### config.mk
export PLATFORM = sky130hd
export DESIGN_NAME = fifo_wr_arbiter
export DESIGN_NICKNAME = d
export VERILOG_FILES = /design/src/rtl/fifo_pkg.sv /design/src/rtl/rr_pick.sv /design/src/rtl/fifo_wr_arbiter.sv
export SDC_FILE = /design/constraint.sdc
export NUM_CORES = 1
export LEC_CHECK = 0
export CORE_ASPECT_RATIO = 1.75
export CORE_MARGIN = 2
export CORE_UTILIZATION = 34
export CTS_CLUSTER_SIZE = 10
export DETAILED_ROUTE_END_ITERATION = 12
export PLACE_DENSITY = 0.87
export SYNTH_ARGS = -nofsm -noshare
export SYNTH_HDL_FRONTEND = slang
export SYNTH_HIERARCHICAL = 1
export SYNTH_SLANG_ARGS = --single-unit
### constraint.sdc
create_clock -name clk -period 5 [get_ports clk]
set_clock_uncertainty 0.2 [all_clocks]
set_input_delay 0.5 -clock clk [delete_from_list [all_inputs] [get_ports clk]]
set_output_delay 0.5 -clock clk [all_outputs]
set_load 0.03 [all_outputs]
### src/rtl/fifo_pkg.sv
// Shared definitions for the FIFO-side arbiters: FSM state encoding and
// the sizing rule for burst beat counters.
package fifo_pkg;

  typedef enum logic {
    ARB_IDLE  = 1'b0,
    ARB_GRANT = 1'b1
  } arb_state_e;

  // One extra bit so the counter can also hold the value BURST itself.
  function automatic int beat_cnt_width(input int burst);
    return $clog2(burst) + 1;
  endfunction

endpackage

### src/rtl/rr_pick.sv
// Combinational round-robin picker: finds the first set request bit scanning
// upward from last_gnt+1 with wrap-around. Shared by write and read schedulers.
module rr_pick #(
  parameter int N = 4
) (
  input  logic [N-1:0]         req,
  input  logic [$clog2(N)-1:0] last_gnt,
  output logic                 found,
  output logic [$clog2(N)-1:0] idx
);

  localparam int IW = $clog2(N);

  logic [IW-1:0] cand;

  // Scan from the farthest offset down so the nearest candidate wins.
  always_comb begin
    found = 1'b0;
    idx   = '0;
    cand  = '0;
    for (int off = N; off >= 1; off--) begin
      cand = IW'((int'(last_gnt) + off) % N);
      if (req[cand]) begin
        found = 1'b1;
        idx   = cand;
      end
    end
  end

endmodule

### src/rtl/fifo_wr_arbiter.sv
// Round-robin burst arbiter sharing one FIFO write port among NUM_REQ producers.
// Optional per-requester beat counters are enabled with FIFO_WR_ARB_STATS_EN.
module fifo_wr_arbiter
  import fifo_pkg::*;
#(
  parameter int WIDTH   = 16,
  parameter int NUM_REQ = 4,
  parameter int BURST   = 4
) (
  input  logic                       clk,
  input  logic                       rst_n,
  input  logic [NUM_REQ-1:0]         req_valid,
  input  logic [NUM_REQ*WIDTH-1:0]   req_data,
  output logic [NUM_REQ-1:0]         req_ready,
  input  logic                       fifo_full,
  output logic                       wr_en,
  output logic [WIDTH-1:0]           wr_data,
  output logic [$clog2(NUM_REQ)-1:0] grant_id,
  output logic                       grant_active
`ifdef FIFO_WR_ARB_STATS_EN
  ,
  input  logic                       stat_clr,
  output logic [NUM_REQ*16-1:0]      stat_beats
`endif
);

  localparam int IW = $clog2(NUM_REQ);
  localparam int BW = beat_cnt_width(BURST);

  arb_state_e    state_q, state_d;
  logic [IW-1:0] grant_id_q, grant_id_d;
  logic [IW-1:0] last_gnt_q, last_gnt_d;
  logic [BW-1:0] beat_cnt_q, beat_cnt_d;

  logic          pick_found;
  logic [IW-1:0] pick_idx;
  logic          sel_valid;
  logic [WIDTH-1:0] sel_data;

  rr_pick #(.N(NUM_REQ)) u_pick (
    .req      (req_valid),
    .last_gnt (last_gnt_q),
    .found    (pick_found),
    .idx      (pick_idx)
  );

  always_comb begin
    sel_valid    = req_valid[grant_id_q];
    sel_data     = req_data[int'(grant_id_q)*WIDTH +: WIDTH];
    grant_active = (state_q == ARB_GRANT);
    req_ready    = '0;
    wr_en        = 1'b0;
    wr_data      = '0;
    if (grant_active) begin
      req_ready[grant_id_q] = ~fifo_full;
      wr_en                 = sel_valid & ~fifo_full;
      if (wr_en) wr_data = sel_data;
    end
  end

  assign grant_id = grant_id_q;

  // A full stall holds everything; only a beat or a dropped valid can end a grant.
  always_comb begin
    state_d    = state_q;
    grant_id_d = grant_id_q;
    last_gnt_d = last_gnt_q;
    beat_cnt_d = beat_cnt_q;
    case (state_q)
      ARB_IDLE: begin
        if (pick_found) begin
          state_d    = ARB_GRANT;
          grant_id_d = pick_idx;
          beat_cnt_d = '0;
        end
      end
      ARB_GRANT: begin
        if (!sel_valid) begin
          state_d    = ARB_IDLE;
          last_gnt_d = grant_id_q;
        end else if (wr_en) begin
          beat_cnt_d = beat_cnt_q + 1'b1;
          if (beat_cnt_q == BW'(BURST - 1)) begin
            state_d    = ARB_IDLE;
            last_gnt_d = grant_id_q;
          end
        end
      end
      default: state_d = ARB_IDLE;
    endcase
  end

  always_ff @(posedge clk or negedge rst_n) begin
    if (!rst_n) begin
      state_q    <= ARB_IDLE;
      grant_id_q <= '0;
      last_gnt_q <= IW'(NUM_REQ - 1);
      beat_cnt_q <= '0;
    end else begin
      state_q    <= state_d;
      grant_id_q <= grant_id_d;
      last_gnt_q <= last_gnt_d;
      beat_cnt_q <= beat_cnt_d;
    end
  end

`ifdef FIFO_WR_ARB_STATS_EN
  logic [NUM_REQ-1:0][15:0] stat_q, stat_d;

  // Clear has priority over a coincident beat; counters saturate.
  always_comb begin
    stat_d = stat_q;
    if (stat_clr) begin
      stat_d = '0;
    end else if (wr_en && (stat_q[grant_id_q] != 16'hFFFF)) begin
      stat_d[grant_id_q] = stat_q[grant_id_q] + 16'd1;
    end
  end

  always_ff @(posedge clk or negedge rst_n) begin
    if (!rst_n) stat_q <= '0;
    else        stat_q <= stat_d;
  end

  assign stat_beats = stat_q;
`endif

endmodule

==> impl_metrics.yaml, run 1 <==
clocking:
  root_buffer: "clkbuf_8"
  cts_tree: "done"
  htreeDepth: 1
  post-cts-setup-buffers: 0
  cts_max_path_buffers: 2
  cts_hold_buf: 0
  clk_latency_ns: 0.24
  path_clk_slew_ns: 0.05
  cts-resized-gates: 0
  cts_buffers: 3
  numClockSinks: 8
timing:
  timing.hold.ws_ns: 0.294
  slew_headroom: 0.302
  drv_slew: 0
  setup_viol: 0
  timing.fmax_mhz: 251
  final.period_utilization: 0.798
  fin_ws_ns: 1.01
  tns_ns: 0
  rsz0062_at_grt: "no"
  period_needed_ns: 3.99
  final_hold_viol_count: 0
  worst_pin_slew_ns: 1.05
routing:
  routed_wl_um: 4160
  drtAntennaViolNets: 0
  wl_per_cell_um: 18.0
  vias: 1220
  drc: 0
  drt-pass1-iter-count: 4
  drtIter0Drc: 19
  avgViaCountPerCell: 5.28
logic_synthesis:
  syn_nets: 172
  ys.flop_type: "dfrtp_1"
  muxShareOfSynthArea: 0.405
  async_reset_ff_frac: 1.00
  synth_area_um2: 1060
  synth_cell_types: 30
  synth_top_area_cell: "mux4_2"
  synth-xor-area-share: 0
  ys_seq_area_frac: 0.191
  avgSynthCellArea_um2: 10.7
  synth_top_family_by_area: "multiplexers"
  yosysWarnings: 6
  synth_top_area_share: 0.339
  synthCells: 99
  ys_top_cells_by_area: "mux4_2, dfrtp_1, nor2b_1"
  yosys.area_share.adder: 0.0236
  synth_edf_count: 0
  synth_simple_gate_area_frac: 0.221
  yosysMostFrequentCell: "mux4_2"
  ys_seq_elements: 8
  synthTopCellsByCount: "mux4_2, nor2b_1, dfrtp_1, nand2b_1"
  synth_compound_area_frac: 0.0907
pwr:
  leakage_nw: 0.762
  power.density_nw_per_um2: 443
  ir_drop_mv: 0.321
  total_power_uw: 909
floorplan:
  pin_count: 95
  dieHeight_um: 77.9
  start_util: 0.359
  core.rowCount: 26
  core_um2: 2960
  die_area_um2: 3610
  die_width_um: 46.3
place:
  io_buffers: 94
  place_area_um2: 2010
  gp_congestion: 0.863
  place_ws_ns: 1.24
  placedCellCount: 227
  dp_hpwl_um: 3440
hold_path:
  min_path_type: "reg2reg"
setup_path:
  critPathMaxFanout: 25
  crit_path_end_kind: "output pin"
  required_ns: 4.30
  cp.arrival_ns: 3.29
  setup.worst_path.class: "reg2out"
  start_kind: "flop"
layout:
  layoutNonFillerInstCount: 231
  synthToLayoutAreaGrowth_pct: 93.1
  antenna_cells: 0
  utilization: 0.693
  drive_above_1_share: 0.159
  layout.nets: 263
  design_area_um2: 2050
grt:
  grt_pass1_wl_um: 5840
  grt_pass1_vias: 1244
  overflow: 0
  grt_max_degree: 26
  antenna_found_initial: 0
  grt_usage: 0.221
run:
  maxCapViolCount: 0
run_status:
  run_status: "finished clean"
-- worst max-delay path, cell delays in order (launching register included) --
cell and delay [ns]:
dfrtp_1 0.91, mux2_2 0.45, a32oi_2 0.83, and2b_1 0.28
clkdlybuf4s50_1 0.58
-- power breakdown --
group,internal (mW),switching (mW),total [mW]
Sequential,0.0974,0.0730,0.170
Clock,0.0555,0.0286,0.0841
Combinational,0.359,0.296,0.655
Total,0.512,0.398,0.909
-- final cells by class --
| type | instances | area (µm²) |
|---|---|---|
| Clock buffer | 4 | 45.0 |
| Fill cell | 226 | 910 |
| Inverter | 4 | 15.0 |
| Multi-Input combinational cell | 78 | 787 |
| Sequential cell | 8 | 203 |
| Tap cell | 42 | 52.6 |
| Timing Repair Buffer | 95 | 948 |
-- placed cells by master (no fill, tap or decap), types with 4 or more instances in the layout --
cell / netlist / final
clkdlybuf4s50_1: 0 / 94
dfrtp_1: 6 / 6
inv_1: 4 / 4
mux4_2: 16 / 16
nor2b_1: 15 / 15
a21oi_1: 4 / 4
mux2_2: 4 / 4
nand2_1: 4 / 4
nand3_1: 4 / 4
nand2b_1: 6 / 6
-- layer usage --
| layer | vias up | GRT usage | wire, µm |
|---|---|---|---|
| met5 | - | 0 | 0 |
| met4 | 0 | 0.0857 | 87 |
| met2 | 79 | 0.389 | 2180 |
| met3 | 6 | 0.0442 | 485 |
| met1 | 585 | 0.244 | 1400 |
| li1 | 550 | - | - |
-- kinds of logic after synthesis --
| family | count (synthesis) |
|---|---|
| AO/OA/AOI/OAI | 13 |
| adder cells (fa/ha/maj) | 2 |
| buffers and inverters | 13 |
| flip-flops | 8 |
| multiplexers | 22 |
| AND/OR/NAND/NOR | 41 |
-- state kept, by name, summed over array words and instances (netlist names) --
| name | cells |
|---|---|
| beat_cnt_q | 3 |
| grant_active | 1 |
| grant_id | 2 |
| last_gnt_q | 2 |
-- path summary, 6_finish.rpt --
path	start	to	slack, ns	cells past startpoint
worst min register to register	beat_cnt_q[0]	beat_cnt_q[0]	0.29	1
min in group asynchronous	rst_n	beat_cnt_q[0]	0.34	1
worst max-delay path	grant_id[1]	wr_data[1]	1.01	4
max in group asynchronous	rst_n	last_gnt_q[1]	3.95	1
worst max register to register	grant_id[1]	beat_cnt_q[2]	2.22	4
worst min-delay path	beat_cnt_q[0]	beat_cnt_q[0]	0.29	1
Note: power is estimated with default switching activity, not from simulation.
==> inputs of run 2 (changes only) <==
--- a/config.mk
+++ b/config.mk
@@ -7,10 +7,10 @@
 export LEC_CHECK = 0
 export CORE_ASPECT_RATIO = 1.75
 export CORE_MARGIN = 2
-export CORE_UTILIZATION = 34
+export CORE_UTILIZATION = 31
 export CTS_CLUSTER_SIZE = 10
 export DETAILED_ROUTE_END_ITERATION = 12
-export PLACE_DENSITY = 0.87
+export PLACE_DENSITY = 0.8
 export SYNTH_ARGS = -nofsm -noshare
 export SYNTH_HDL_FRONTEND = slang
 export SYNTH_HIERARCHICAL = 1
==> constraint.sdc (replaced) <==
create_clock -name clk -period 3.9 [get_ports clk]
set_clock_uncertainty 0.2 [all_clocks]
set_input_delay 0.39 -clock clk [delete_from_list [all_inputs] [get_ports clk]]
set_output_delay 0.39 -clock clk [all_outputs]
set_load 0.03 [all_outputs]
==> run 2 against run 1 <==
  * Non-clock buffer count increased by 2
  * Global-route usage decreased by 2.8 points
  * Utilization decreased by 7.1 points
  * Cell area increased by 0.91%
  * Combinational power increased by 30%
  * Sequential share of layout area decreased by 0.090 points
  * Clock power increased by 18%
  * Critical path type unchanged
  * Critical endpoint is now wr_data[7]
==> impl_metrics.yaml, run 2 (synthesis results as in run 1) <==
run_status:
  run_status: "finished clean"
pwr:
  power_frac_comb: 0.735
  leakage_nw: 0.771
  netSwitchingFraction: 0.427
  power.density_nw_per_um2: 559
  internal-power_uw: 662
  pwr-share-clk: 0.086
  ir_drop_mv: 0.509
  p_switching_uw: 494
  seqPwrFrac: 0.179
setup_path:
  slowest_delay_ns: 0.69
  path_delay_family: "buffers and inverters"
  cp.arrival_ns: 2.56
  critical_path_buf_inv_count: 2
  required_ns: 3.31
  setup.worst_path.class: "reg2out"
  r2r_slack_ns: 1.95
  start_kind: "flop"
  path_cells: "buf_4, mux4_2, nor2b_1, clkdlybuf4s50_1"
  slowest_stage: "dfrtp_1"
  critPathMaxFanout: 15
  crit_path_end_kind: "output pin"
routing:
  drtAntennaViolNets: 0
  drt-pass1-iter-count: 4
  wl_per_cell_um: 17.0
  avgViaCountPerCell: 5.11
  vias: 1206
  routed_wl_um: 4010
  drtIter0Drc: 16
  drc: 0
layout:
  seqCellArea_um2: 203
  layout_common_cells: "clkdlybuf4s50_1, mux4_2, nor2b_1"
  multi_input_area_um2: 787
  fillers: 273
  drive_above_1_share: 0.168
  synthToLayoutAreaGrowth_pct: 94.8
  antenna_cells: 0
  layout.nets: 265
  largest_register_ffs: 3
  top_register: "beat_cnt_q"
  layout_commonest_cell: "clkdlybuf4s50_1"
timing:
  final.period_utilization: 0.807
  period_needed_ns: 3.15
  final_hold_viol_count: 0
  drv_slew: 0
  timing.hold.ws_ns: 0.239
  rsz0062_at_grt: "no"
  worst_pin_slew_ns: 0.566
  setup_viol: 0
  timing.fmax_mhz: 318
  slew_headroom: 0.623
  tns_ns: 0
clocking:
  cts_hold_buf: 0
  post-cts-setup-buffers: 0
  cts-resized-gates: 0
  cts_max_path_buffers: 2
  cts_tree: "done"
  numClockSinks: 8
  path_clk_slew_ns: 0.04
  htreeDepth: 1
  cts_buffers: 3
  clk_latency_ns: 0.22
  root_buffer: "clkbuf_8"
floorplan:
  die_area_um2: 3930
  start_util: 0.319
  die_width_um: 48.3
  core_um2: 3330
  pin_count: 95
  dieHeight_um: 81.4
  core.rowCount: 28
grt:
  overflow: 0
  grt_max_degree: 24
  grt_pass1_vias: 1251
  grt_usage: 0.193
  antenna_found_initial: 0
  grt_pass1_wl_um: 5590
place:
  io_buffers: 94
  gp_congestion: 0.851
  dp_hpwl_um: 3470
hold_path:
  min_path_type: "in2async"
run:
  maxCapViolCount: 0
[run 2: through the flow]
stage	util	cell area (µm²)	worst slack, ns	total power [mW]	instances
CTS	0.622	2070	0.707	1.17	236
global route	0.622	2070	0.616	1.23	236
global placement	0.608	2020	0.870	1.04	232
finish	0.622	2070	0.753	1.16	236
floorplan	-	1060	1.58	0.786	99
detailed placement	0.608	2020	0.835	1.06	232
[run 2: worst paths after layout]
path,from,endpoint,depth (start not counted)
min reg2reg,beat_cnt_q[0],beat_cnt_q[0],1
max reg2reg,grant_id[1],beat_cnt_q[1],5
min,rst_n,beat_cnt_q[0],1
max in group asynchronous,rst_n,last_gnt_q[1],1
max,grant_id[0],wr_data[7],4
min in group clk,beat_cnt_q[0],beat_cnt_q[0],1
[run 2: per-layer routing]
metal | vias up | GRT usage | share of wire
met5 | - | 0 | 0
met4 | 0 | 0.0865 | 0.029
met3 | 12 | 0.0725 | 0.14
met2 | 73 | 0.346 | 0.51
met1 | 569 | 0.179 | 0.32
li1 | 552 | - | -
[run 2: area by class of cell]
class / instances / area share
repair buffers: 97 / 0.466
flip-flops and latches: 8 / 0.0979
inverters: 4 / 0.00726
well taps: 45 / 0.0272
clock buffers: 4 / 0.0218
multi-input cells: 78 / 0.380
[run 2: power groups by stage]
| stage | sequential, mW | combinational, mW | clock (mW) |
|---|---|---|---|
| finish | 0.207 | 0.850 | 0.0992 |
| CTS | 0.207 | 0.860 | 0.103 |
| global placement | 0.204 | 0.840 | 0 |
| detailed placement | 0.207 | 0.857 | 0 |
| global route | 0.219 | 0.904 | 0.108 |
| floorplan | 0.182 | 0.605 | 0 |
